## src/rtl/stage_3.sv

```systemverilog
// stage_3: range-encoder renormalization stage.
// Shifts range up until its MSB is set, shifts low by the same amount while
// dropping bits already committed to pending output bytes, and advances the
// bit count. All outputs are registered, one cycle of latency.
module stage_3 #(
    parameter int RANGE_WIDTH = 16,
    parameter int LOW_WIDTH   = 24,
    parameter int D_SIZE      = 4
) (
    input  logic                   clk,
    input  logic                   reset,
    input  logic                   valid_in,
    input  logic [RANGE_WIDTH-1:0] range,
    input  logic [LOW_WIDTH-1:0]   low,
    input  logic [D_SIZE-1:0]      in_s,
    output logic                   valid_out,
    output logic [RANGE_WIDTH-1:0] out_range,
    output logic [LOW_WIDTH-1:0]   out_low,
    output logic [D_SIZE-1:0]      out_s
);

    localparam int DW = $clog2(RANGE_WIDTH);

    // Leading-zero count; the highest set bit wins, and an all-zero range
    // (illegal) falls out as 0 so everything passes through unchanged.
    function automatic logic [DW-1:0] lzc(input logic [RANGE_WIDTH-1:0] r);
        logic [DW-1:0] n;
        n = '0;
        for (int i = 0; i < RANGE_WIDTH; i++) begin
            if (r[i]) n = DW'(RANGE_WIDTH - 1 - i);
        end
        return n;
    endfunction

    logic [DW-1:0]          d;
    logic signed [7:0]      d_ext;
    logic signed [7:0]      cnt;
    logic signed [7:0]      s;
    logic signed [7:0]      c;
    logic signed [7:0]      new_cnt;
    logic [LOW_WIDTH-1:0]   mask;

    logic                   valid_out_d, valid_out_q;
    logic [RANGE_WIDTH-1:0] out_range_d, out_range_q;
    logic [LOW_WIDTH-1:0]   out_low_d,   out_low_q;
    logic [D_SIZE-1:0]      out_s_d,     out_s_q;

    // Normalization arithmetic and the load/hold selection for the output flops.
    always_comb begin
        d     = lzc(range);
        d_ext = $signed(8'(d));
        cnt   = $signed(8'(in_s)) - 8'sd9;
        s     = cnt + d_ext;

        // c is the number of low bits still uncommitted once the pending
        // byte(s) are accounted for; bits at and above c are discarded.
        c = 8'sd0;
        if (s >= 8'sd8)      c = cnt + 8'sd8;
        else if (s >= 8'sd0) c = cnt + 8'sd16;

        if (s < 8'sd0) begin
            mask    = '1;
            new_cnt = s;
        end else begin
            mask    = ~({LOW_WIDTH{1'b1}} << c);
            new_cnt = c + d_ext - 8'sd24;
        end

        valid_out_d = valid_in;
        out_range_d = out_range_q;
        out_low_d   = out_low_q;
        out_s_d     = out_s_q;
        if (valid_in) begin
            out_range_d = range << d;
            out_low_d   = (low & mask) << d;
            out_s_d     = D_SIZE'(new_cnt + 8'sd9);
        end
    end

    // Output registers; reset takes priority over a valid sample.
    always_ff @(posedge clk) begin
        if (reset) begin
            valid_out_q <= 1'b0;
            out_range_q <= RANGE_WIDTH'(1) << (RANGE_WIDTH - 1);
            out_low_q   <= '0;
            out_s_q     <= '0;
        end else begin
            valid_out_q <= valid_out_d;
            out_range_q <= out_range_d;
            out_low_q   <= out_low_d;
            out_s_q     <= out_s_d;
        end
    end

    assign valid_out = valid_out_q;
    assign out_range = out_range_q;
    assign out_low   = out_low_q;
    assign out_s     = out_s_q;

endmodule

```

## config.mk

```make
export PLATFORM = sky130hd
export DESIGN_NAME = stage_3
export DESIGN_NICKNAME = d
export VERILOG_FILES = /design/src/rtl/stage_3.sv
export SDC_FILE = /design/constraint.sdc
export NUM_CORES = 1
export LEC_CHECK = 0
export CAP_MARGIN = 20
export CORE_ASPECT_RATIO = 0.5
export CORE_UTILIZATION = 30
export DETAILED_ROUTE_END_ITERATION = 7
export GPL_TIMING_DRIVEN = 0
export SLEW_MARGIN = 10
export SYNTH_ARGS = -nofsm -noshare
export SYNTH_HDL_FRONTEND = slang
export SYNTH_SLANG_ARGS = --single-unit
```

## constraint.sdc

```tcl
create_clock -name clk -period 5.9 [get_ports clk]
set_clock_uncertainty 0.2 [all_clocks]
set_input_delay 1.18 -clock clk [delete_from_list [all_inputs] [get_ports clk]]
set_output_delay 1.18 -clock clk [all_outputs]
set_load 0.005 [all_outputs]
```

Word-level counts from Yosys, hierarchy flattened. Index checks and enable logic that the tools add are counted.

Output and inout bits: 45. Bits of input ports: 47. Logic and storage cells: 39. Bits in registers: 45.

Add/subtract/negate cells: 7. Shift-type cells: 3. $lt $le $gt $ge: 3. Bitwise operators: 2. Mux-type cells: 20.

Operators by type and width (count): $mux W4 (17); $and A24 B24 Y24 (1); $mux W24 (1); $not A24 Y24 (1); $shl A24 B4 Y24 (1); $shl A24 B8 Y24 const A (1); $mux W8 (2); $shl A16 B4 Y16 (1); $add A5 B6 Y7 const B (1); $add A5 B5 Y6 (1); $add A5 B5 Y6 const B (1); $ge A6 B1 Y1 const B (1); $ge A6 B5 Y1 const B (1); $lt A6 B1 Y1 const B (1); $sub A4 B4 Y5 const B (1); $add A4 B4 Y4 (1); $add A4 B4 Y4 const B (1); $sub A4 B4 Y4 const B (1).

Logic depth before layout (Yosys ltp). Gate-level depths: netlist (run 1).

Depth after elaboration: 25. Mapped depth: 28. Depth with buffers taken out: 23.

Worst setup path before layout (run 1). Ideal clock, no wire load.

Kind: in2reg. Start: input range[6]. End: register out_s_q[3], in the netlist out_s[3]. Stages: 28. Required time: 5573 ps. Library setup time: 127 ps. Setup slack: -203 ps. Arrival: 5776 ps. Path through: nor3_1 o21ai_0 o221a_2 nor2_2 inv_2 buf_2 buf_2 ha_1 a21o_1 a21oi_4 and2b_2 o21ai_0 ha_1 buf_4 buf_2 buf_1 nor2_1 ha_1 ha_1 inv_1 fa_1 xnor2_1 xnor2_1 xnor2_1 o21ai_0 xnor2_1 mux2i_1 nor2_1.

Longest elaborated chain between the ends: 18.

RTL lines: from (decl) (RTL line 13) `input logic [RANGE_WIDTH-1:0] range,`; $mux W4 (*) (10 in a row) (RTL line 30) `if (r[i]) n = DW'(RANGE_WIDTH - 1 - i);`; $add A5 B5 Y6 (RTL line 53) `s = cnt + d_ext;`; $ge A6 B1 Y1 (RTL line 59) `else if (s >= 8'sd0) c = cnt + 8'sd16;`; $mux W8 (RTL line 59); $mux W8 (RTL line 58) `if (s >= 8'sd8) c = cnt + 8'sd8;`; $add A4 B4 Y4 (RTL line 66) `new_cnt = c + d_ext - 8'sd24;`; $sub A4 B4 Y4 (RTL line 66); $mux W4 (*) (RTL line 61) `if (s < 8'sd0) begin`; $add A4 B4 Y4 (*) (RTL line 76) `out_s_d = D_SIZE'(new_cnt + 8'sd9);`; to (signal assigned) (RTL line 91) `out_s_q <= out_s_d;`; to (decl) (RTL line 46) `logic [D_SIZE-1:0] out_s_d, out_s_q;`.

Mark *: on every way between the ends. The rest lies on a longest branch, timed or not. A chain may end at the register's enable or synchronous reset.

Final worst setup path (run 1).
Start: input range[0]. End: register out_low_q[16], in the netlist out_low[16].

Longest elaborated chain between the ends: 25.

RTL lines: $mux W4 (*) (16 in a row) (RTL line 30); $add A5 B5 Y6 (RTL line 53); $ge A6 B1 Y1 (RTL line 59); $mux W8 (RTL line 59); $mux W8 (RTL line 58); $shl A24 B8 Y24 (RTL line 65) `mask = ~({LOW_WIDTH{1'b1}} << c);`; $not A24 Y24 (RTL line 65); $mux W24 (RTL line 61); $and A24 B24 Y24 (RTL line 75) `out_low_d = (low & mask) << d;`; $shl A24 B4 Y24 (*) (RTL line 75); to (signal assigned) (RTL line 90) `out_low_q <= out_low_d;`; to (decl) (RTL line 45) `logic [LOW_WIDTH-1:0] out_low_d, out_low_q;`.

Marks and branches as above.

==> results of run 1 <==
==> stage by stage <==
stage	setup TNS, ns	hold WS (ns)	instances
floorplan	0	0.246	555
global placement	-26.69	0.239	815
detailed placement	-26.85	0.248	815
CTS	0	0.264	830
global route	-0.0158	0.299	837
finish	0	0.252	837
==> critical path: stages <==
cell and delay [ns]:
buf_2 0.16, nor2b_1 0.15, o21a_1 0.17, o221a_2 0.30, nor2_4 0.11, inv_2 0.07, buf_12 0.16, ha_2 0.18
a21o_1 0.20, a21oi_4 0.15, and2b_2 0.22, o21ai_1 0.11, ha_1 0.23, buf_4 0.17, nor2_2 0.32, o21ai_0 0.16
nand3_1 0.21, a21oi_1 0.12, o22ai_1 0.46, mux2i_1 0.18, o211ai_1 0.35, nor3_1 0.09, nor4_1 0.25
==> report_power, final <==
part	switching [mW]	internal, mW
combinational	0.292	0.208
sequential	0.0157	0.332
clock	0.126	0.159
total	0.433	0.699
==> cell type report <==
class / count / area, um2
fill: 1341 / 7330
multi-input combinational: 457 / 3090
clock inverter: 3 / 25.0
tap: 170 / 213
sequential: 45 / 901
buffer: 29 / 178
clock buffer: 5 / 125
inverter: 23 / 91.3
timing repair buffer: 105 / 960
==> state kept, by name, indices dropped and copies added (netlist names) <==
name,cells
out_low,24
out_range,16
valid_out,1
out_s,4
==> synthesized netlist by cell type, drive strengths merged, types with 2 or more instances <==
master,count
nand2,78
nor2,63
dfxtp,45
o21ai,45
a21oi,40
mux2i,35
inv,22
nand3,21
buf,18
nor3,17
clkbuf,12
ha,12
o221ai,11
o22ai,11
a211oi,10
o211ai,9
xnor2,9
nand2b,8
a22o,7
a22oi,6
a31oi,6
a32oi,6
nand4,5
nor4,5
a311oi,4
and2,4
a221o,3
and3,3
o311ai,3
or4,3
a211o,2
a221oi,2
fa,2
nor2b,2
nor3b,2
o221a,2
o31a,2
o31ai,2
xor2,2
==> worst max path at each step <==
| stage | cells past startpoint | to | start |
|---|---|---|---|
| after floorplan | 28 | out_s[3] | range[6] |
| after global placement | 26 | out_s[3] | range[0] |
| after detailed placement | 26 | out_s[3] | range[0] |
| after CTS | 28 | out_s[3] | range[1] |
| after global routing | 19 | out_low[13] | range[11] |
| final | 23 | out_low[16] | range[0] |
==> routing by layer <==
metal | up-vias | global-route usage [%] | part of all wire (%)
li1 | 2288 | - | -
met1 | 2340 | 35.0 | 51
met2 | 228 | 31.0 | 40
met3 | 24 | 3.11 | 7.6
met4 | 0 | 5.81 | 1.8
met5 | - | 0 | 0
==> timing repair <==
item	4_1_cts	5_1_grt
setup buffers	8	7
endpoints found under the setup margin	28	22
pin swaps	11	12
gates resized for setup	50	43
==> logic make-up after synthesis <==
logic type / synth area share (%)
xor gates and xnor gates: 3.58
muxes: 8.91
AOI/OAI and AO/OA: 30.8
and+or+nand+nor: 24.4
buffers and inverters: 5.39
adders and majority gates: 4.69
DFF: 22.2
==> metrics, run 1 <==
synthesis-to-finish area growth 37.6%; worst-case reg-to-reg path depth 2; Bufs on Longest Clock Path 2; area leader, netlist dfxtp_1; worst vdd ir 114 uV; worst r2r src out_low[17]; gpl congestion 0.930; Post-synth EDFFs 0; Worst slew margin 51.1%; CTS root buf clkbuf_16; CP Launch Type input pin; layout cells sized above 1 14.7%; initial antenna violation count 0; final setup margin 0.169 ns; max-cap violation count 0; Final Setup Violations 0; pin count of the biggest net entering global routing 21; Fmax 175 MHz; Post-Place Cell Area 0.00519 mm2; worst r2r dst out_low[17]; total nets after synthesis 616; crit share post-route 97.1%; drt pass-1 iters 7; All-Layer GR Usage 22.3%; Slew Viols, Final 0; most common cell after layout, fill and taps aside nand2_1; Routed Antenna Nets 0; Residual DRC 3; Core Util, Final 43.2%; count of warnings emitted by yosys 0; vias per inst 5.83; Main synth FF type dfxtp_1; Tightest Pin Transition 0.723 ns; DIE AREA 0.0140 mm2; violated checks design-rule violations; nets 727; Starting Density 31.4%; Worst setup EP type register; Worst-Skew Late Latency 0.28 ns; row cnt 29; syn avg cell area 7.31 um2; Synth cell types 76; Synth async-reset ratio 0%; Design Power 1.13 mW; total vias in the final route 4,880; core box area 0.0129 mm2; PD cells 203 mW/mm2; Synth area leaders dfxtp_1 22%, mux2i_1 8.6%, nand2_1 7.1%; most frequent cells in the layout 77 x nand2_1, 73 x clkdlybuf4s50_1, 57 x nor2_1, 45 x dfxtp_1, 38 x a21oi_1; Yosys top cell area share 22.2%; number of global-route vias before repair 4,337; # hold bufs at CTS 0; design area 0.00559 mm2; Worst-path clk slew 0.07 ns; P_leak 2.21 nW; WP data required 5.89 ns; Arr. time, crit path 5.72 ns; Num CTS Buffers 5; Overflow after GRT 0; Die Width 166 um; Max H-tree Level 2; hold endpoint out_low[5]; number of I/O port buffers 90; Avg WL per Cell 19.2 um; sequential area share after synthesis 22.2%; Hold Path Depth 2; Synth Register Bits 45; n_diodes 0; minimum clock period 5.73 ns; crit-path max FO 20; Sink Count 45; Worst Hold Class reg2reg; status complete, but fails checks; Starting DRT DRC Count 545; Die Height 84.3 um; I/O pin count 92; Setup CP Type in2reg; synthesized instance count 555; Cell Area, Synth 0.00406 mm2; Post-DP HPWL 12.6 mm; Setup WS pre-CTS -1.27 ns; R2R setup slack 4.86 ns; final hold violations 0; Routed WL 16.1 mm; CTS tree yes; global-route wire length before repair 24.9 mm; Hold Startpoint out_low[5]
No activity file was read; power rests on OpenSTA's default activity.
==> run 2, diff against run 1 <==
CORE_MARGIN = 2   (was default)
clock period = 7 ns   (was 5.9 ns; I/O delays follow)
==> metrics, run 2 (synthesized netlist as in run 1, its figures left out) <==
Worst-path clk slew 0.07 ns (about the same); Bufs on Longest Clock Path 2 (unchanged); most frequent cells in the layout 86 x clkdlybuf4s50_1, 77 x nand2_1, 59 x nor2_1, 45 x dfxtp_1, 39 x o21ai_0; Slew Viols, Final 0 (unchanged); pin count of the biggest net entering global routing 17 (-19%); RSZ-0062 raised after global routing no; Worst Hold Class reg2reg; design area 0.00544 mm2 (-2.6%); Routed Antenna Nets 0 (unchanged); Sink Count 45 (unchanged); fin cells 829 (-0.96%); crit-path max FO 11 (-45%); setup TNS 0 ns (unchanged); Worst-Skew Late Latency 0.28 ns (about the same); dpl cells 815 (unchanged); Die Height 86.3 um (+2.4%); gpl congestion 0.943 (+1.4%); Die Width 168 um (+1.2%); n_diodes 0 (unchanged); CTS root buf clkbuf_16; Num CTS Buffers 5 (unchanged); layout cells sized above 1 9.86% (-4.8 points); Residual DRC 0 (-3); Overflow after GRT 0 (unchanged); number of global-route vias before repair 4,149 (-4.3%); Arr. time, crit path 6.71 ns (+0.99 ns); worst r2r dst out_low[17]; CP Launch Type input pin; CTS tree yes; Worst setup EP type register; status finished clean; # hold bufs at CTS 0 (unchanged); vias per inst 5.70 (-2.2%); max-cap violation count 0 (unchanged); Fillers 1,348 (+0.52%); minimum clock period 6.75 ns; nets 719 (-1.1%); All-Layer GR Usage 21.4% (-0.99 points); Hold Path Depth 2 (unchanged); Avg WL per Cell 19.0 um (-1.2%); Final Setup Violations 0 (unchanged); core box area 0.0129 mm2 (unchanged); final hold violations 0 (unchanged); crit share post-route 96.5%; drt pass-1 iters 5 (-2); Post-Place Cell Area 0.00517 mm2 (-0.27%); PD cells 173 mW/mm2 (-15%); total vias in the final route 4,729 (-3.1%); Hold Slack 0.253 ns (+0.00132 ns); initial antenna violation count 0 (unchanged); R2R setup slack 5.95 ns (+1.09 ns); Setup CP Type in2reg; Starting Density 31.4% (unchanged); worst r2r src out_low[17]; I/O pin count 92 (unchanged); P_leak 2.15 nW (-2.6%); DIE AREA 0.0145 mm2 (+3.6%); Hold Startpoint out_range[7]; max reg flops 24 (unchanged); worst vdd ir 81.3 uV (-29%); row cnt 29 (unchanged); Fmax 148 MHz; worst-case reg-to-reg path depth 2 (unchanged); Max H-tree Level 2 (unchanged); hold endpoint out_range[7]; Worst slew margin 50.2% (-0.87 points); Starting DRT DRC Count 589 (+8.1%); global-route wire length before repair 24.3 mm (-2.7%); Tightest Pin Transition 0.747 ns (+0.0244 ns); Post-DP HPWL 12.6 mm (+0.22%); most common cell after layout, fill and taps aside clkdlybuf4s50_1; number of I/O port buffers 90 (unchanged); Routed WL 15.7 mm (-2.1%); synthesis-to-finish area growth 34.1%; WP data required 6.95 ns (+1.06 ns)
## run 2: cell count changes in the layout (fill, tap and decap cells not counted), sizes merged
cell	before	now
clkdlybuf4s50	73	86
clkinv	2	1
buf	32	23
clkbuf	27	18
clkdlybuf4s15	1	0
dlymetal6s2s	1	3
clkinvlp	1	2
dlygate4sd2	5	1
## run 2: how the worst max path moves through the flow
stage                     startpoint          end  slack [ns]  cells past startpoint
final                       range[5]  out_low[13]        0.25                     20
after global routing        range[5]     out_s[3]       0.007                     27
after CTS                   range[6]     out_s[3]       0.003                     29
after detailed placement    range[0]     out_s[3]       -0.69                     29
after global placement      range[0]     out_s[3]       -0.68                     29
after floorplan             range[6]     out_s[3]        0.68                     28
## run 2: critical path, stage by stage
cell,delay [ns]
clkdlybuf4s50_1,0.51
nor4_2,0.35
inv_1,0.06
o21ai_0,0.21
nand3_2,0.17
clkinvlp_4,0.15
clkbuf_4,0.26
ha_1,0.31
a21oi_4,0.23
and2b_2,0.23
o21ai_0,0.16
ha_1,0.25
buf_4,0.17
or4_1,0.55
or4_1,0.45
and4_1,0.22
o21bai_1,0.31
o21ai_0,0.23
mux2i_1,0.33
o221ai_1,0.15
## run 2: routing by layer
metal  vias up  wire length [um]  GRT usage, %
li1       2266                 -             -
met1      2224              8280          35.4
met2       231              6070          29.1
met3         8              1280          2.19
met4         0               106          3.29
met5         -                 0             0
## run 2: where the power goes
group | total (mW) | leakage (nW) | internal [mW] | switching, mW
clock | 0.240 | 0.0704 | 0.134 | 0.105
sequential | 0.293 | 0.371 | 0.280 | 0.0136
combinational | 0.408 | 1.71 | 0.170 | 0.238
total | 0.941 | 2.15 | 0.584 | 0.357
## run 2: cell type report
| type | instances | area [um2] | area share, % |
|---|---|---|---|
| well taps | 170 | 213 | 3.91 |
| clock buffers | 5 | 125 | 2.30 |
| inverters | 23 | 90.1 | 1.66 |
| plain buffers | 29 | 148 | 2.71 |
| flip-flops and latches | 45 | 901 | 16.6 |
| repair buffers | 97 | 960 | 17.6 |
| multi-input cells | 457 | 2980 | 54.8 |
| clock inverters | 3 | 25.0 | 0.460 |
## run 2: per-stage QoR
stage	power, mW	util [%]	setup WS, ns
3_5_place_dp	0.687	40.0	-0.690
4_1_cts	0.927	41.3	0.00328
5_1_grt	0.988	42.1	0.00738
2_1_floorplan	0.525	-	0.677
3_3_place_gp	0.687	40.0	-0.684
6_report	0.941	42.1	0.246
## run 2: what timing repair did
| action | in CTS | in global routing |
|---|---|---|
| setup buffers | 0 | 7 |
| setup endpoints to repair | 18 | 22 |
| pin swaps | 1 | 2 |
| gates resized for setup | 5 | 23 |
==> run 3, diff against run 2 <==
CORE_ASPECT_RATIO = default   (was 0.5)
==> metrics, run 3 (synthesized netlist as in run 1, its figures left out) <==
status finished clean; CP Launch Type input pin; Fmax 149 MHz (+0.41%); Num CTS Buffers 5 (unchanged); row cnt 42 (+45%); CP cell instances clkdlybuf4s50_1 -> nor4_2 -> inv_1 -> o21ai_0 -> nand3_2 -> clkinvlp_4 -> buf_4 -> ha_1 -> a21oi_4 -> and2b_2 -> o21ai_0 -> ha_1 -> buf_4 -> or4_1 -> or4_1 -> and4_1 -> o21bai_1 -> o21ai_0 -> a22oi_1 -> o221ai_1; global-route wire length before repair 25.6 mm (+5.4%); n_diodes 0 (unchanged); Max H-tree Level 2 (unchanged); CTS root buf clkbuf_16; most frequent cells in the layout 89 x clkdlybuf4s50_1, 77 x nand2_1, 60 x nor2_1, 45 x dfxtp_1, 39 x o21ai_0; drt pass-1 iters 5 (unchanged); Worst slew margin 50.7% (+0.51 points); Die Width 120 um (-29%); Final Setup Violations 0 (unchanged); worst path bufs/invs 5 (unchanged); pin count of the biggest net entering global routing 15 (-2); dpl cells 821 (+0.74%); Fillers 1,387 (+2.9%); I/O pin count 92 (unchanged); total vias in the final route 4,842 (+2.4%); All-Layer GR Usage 22.2% (+0.87 points); Tightest Pin Transition 0.730 ns (-0.0169 ns); Routed Antenna Nets 0 (unchanged); Largest stage delay, worst path 0.54 ns (about the same); Worst-path clk slew 0.06 ns (about the same); fin cells 836 (+0.84%); crit-path max FO 11 (unchanged); Core Util, Final 41.4% (-0.76 points); core box area 0.0132 mm2 (+2.5%); PD cells 181 mW/mm2 (+4.9%); Slew Viols, Final 0 (unchanged); CP delay by family, top simple AND/OR/NAND/NOR gates; layout cells sized above 1 9.70% (-0.17 points); Die Height 120 um (+39%); vias per inst 5.79 (+1.5%); Bufs on Longest Clock Path 2 (unchanged); DIE AREA 0.0145 mm2 (-0.39%); nets 720 (+0.14%); number of global-route vias before repair 4,803 (+16%); worst vdd ir 104 uV (+28%); synthesis-to-finish area growth 35.0%; Sink Count 45 (unchanged); crit share post-route 96.1% (-0.40 points); most common cell after layout, fill and taps aside clkdlybuf4s50_1; number of I/O port buffers 90 (unchanged); Overflow after GRT 0 (unchanged); Starting Density 30.7% (-0.77 points); Post-DP HPWL 13.0 mm (+2.9%); Routed WL 16.2 mm (+3.1%); max reg flops 24 (unchanged); Worst setup EP type register; Most common cell on crit path o21ai_0; max-cap violation count 0 (unchanged); final hold violations 0 (unchanged); Worst-Skew Late Latency 0.28 ns (about the same); P_leak 2.15 nW (about the same); gpl congestion 0.964 (+2.2%); Arr. time, crit path 6.67 ns (-0.04 ns); minimum clock period 6.73 ns (-0.0277 ns); Setup CP Type in2reg; CP max-delay cell or4_1; Hold Slack 0.259 ns (+0.00586 ns); CTS tree yes; initial antenna violation count 0 (unchanged); # hold bufs at CTS 0 (unchanged); Worst Hold Class reg2reg; WP data required 6.94 ns (about the same); Avg WL per Cell 19.4 um (+2.3%); Starting DRT DRC Count 416 (-29%); Residual DRC 0 (unchanged)
## run 3: cell count changes in the layout (fill, tap and decap cells not counted), sizes merged
cell	delta
clkdlybuf4s50	+3
dlymetal6s2s	-3
buf	+2
bufinv	+2
clkbuf	-1
clkinvlp	-1
inv	-1
## run 3: worst min-delay path: cells and delay by family, from the launching register on
| kind | cells | cell delay (ns) |
|---|---|---|
| AO/OA/AOI/OAI | 1 | 0.05 |
| flip-flops | 1 | 0.33 |
| AND/OR/NAND/NOR | 1 | 0.05 |
## run 3: what timing repair did
action / in CTS / in global routing
pin swaps: 2 / 2
resized for setup: 5 / 16
endpoints found under the setup margin: 16 / 22
buffers inserted: 2 / 6
## run 3: metrics by stage
step | TNS, ns | setup WS, ns | power (mW) | area (um2)
final | 0 | 0.273 | 0.994 | 5480
after global routing | -0.0311 | -0.0311 | 1.05 | 5480
after CTS | 0 | 0.0212 | 0.990 | 5400
after detailed placement | -8.27 | -0.791 | 0.688 | 5180
after global placement | -7.85 | -0.780 | 0.685 | 5180
after floorplan | 0 | 0.677 | 0.525 | 4060
## run 3: area by class of cell
cell class              instances  area, um2  share of cell area, %
well taps                     176        220                   4.02
plain buffers                  29        144                   2.63
clock buffers                   5        125                   2.28
flip-flops and latches         45        901                   16.4
multi-input cells             457       2970                   54.3
clock inverters                 3       65.1                   1.19
inverters                      23       90.1                   1.64
repair buffers                 98        960                   17.5
## run 3: metal layers
metal	vias to the layer above	global-route usage, %	wire [um]	part of all wire (%)
li1	2283	-	-	-
met1	2307	29.4	6940	43
met2	228	38.6	7920	49
met3	24	2.92	1120	6.9
met4	0	4.94	252	1.6
met5	-	0	0	0
## run 3: power breakdown
group          internal [mW]  switching, mW  leakage, nW
sequential             0.280         0.0135        0.371
combinational          0.170          0.232         1.68
clock                  0.204         0.0949       0.0938
## run 3: worst paths after layout
| check | startpoint | to | slack [ns] | depth (start not counted) |
|---|---|---|---|---|
| max | range[5] | out_low[15] | 0.27 | 20 |
| min | out_range[5] | out_range[5] | 0.26 | 2 |
| max reg2reg | out_low[17] | out_low[17] | 5.95 | 2 |
| min reg2reg | out_range[5] | out_range[5] | 0.26 | 2 |
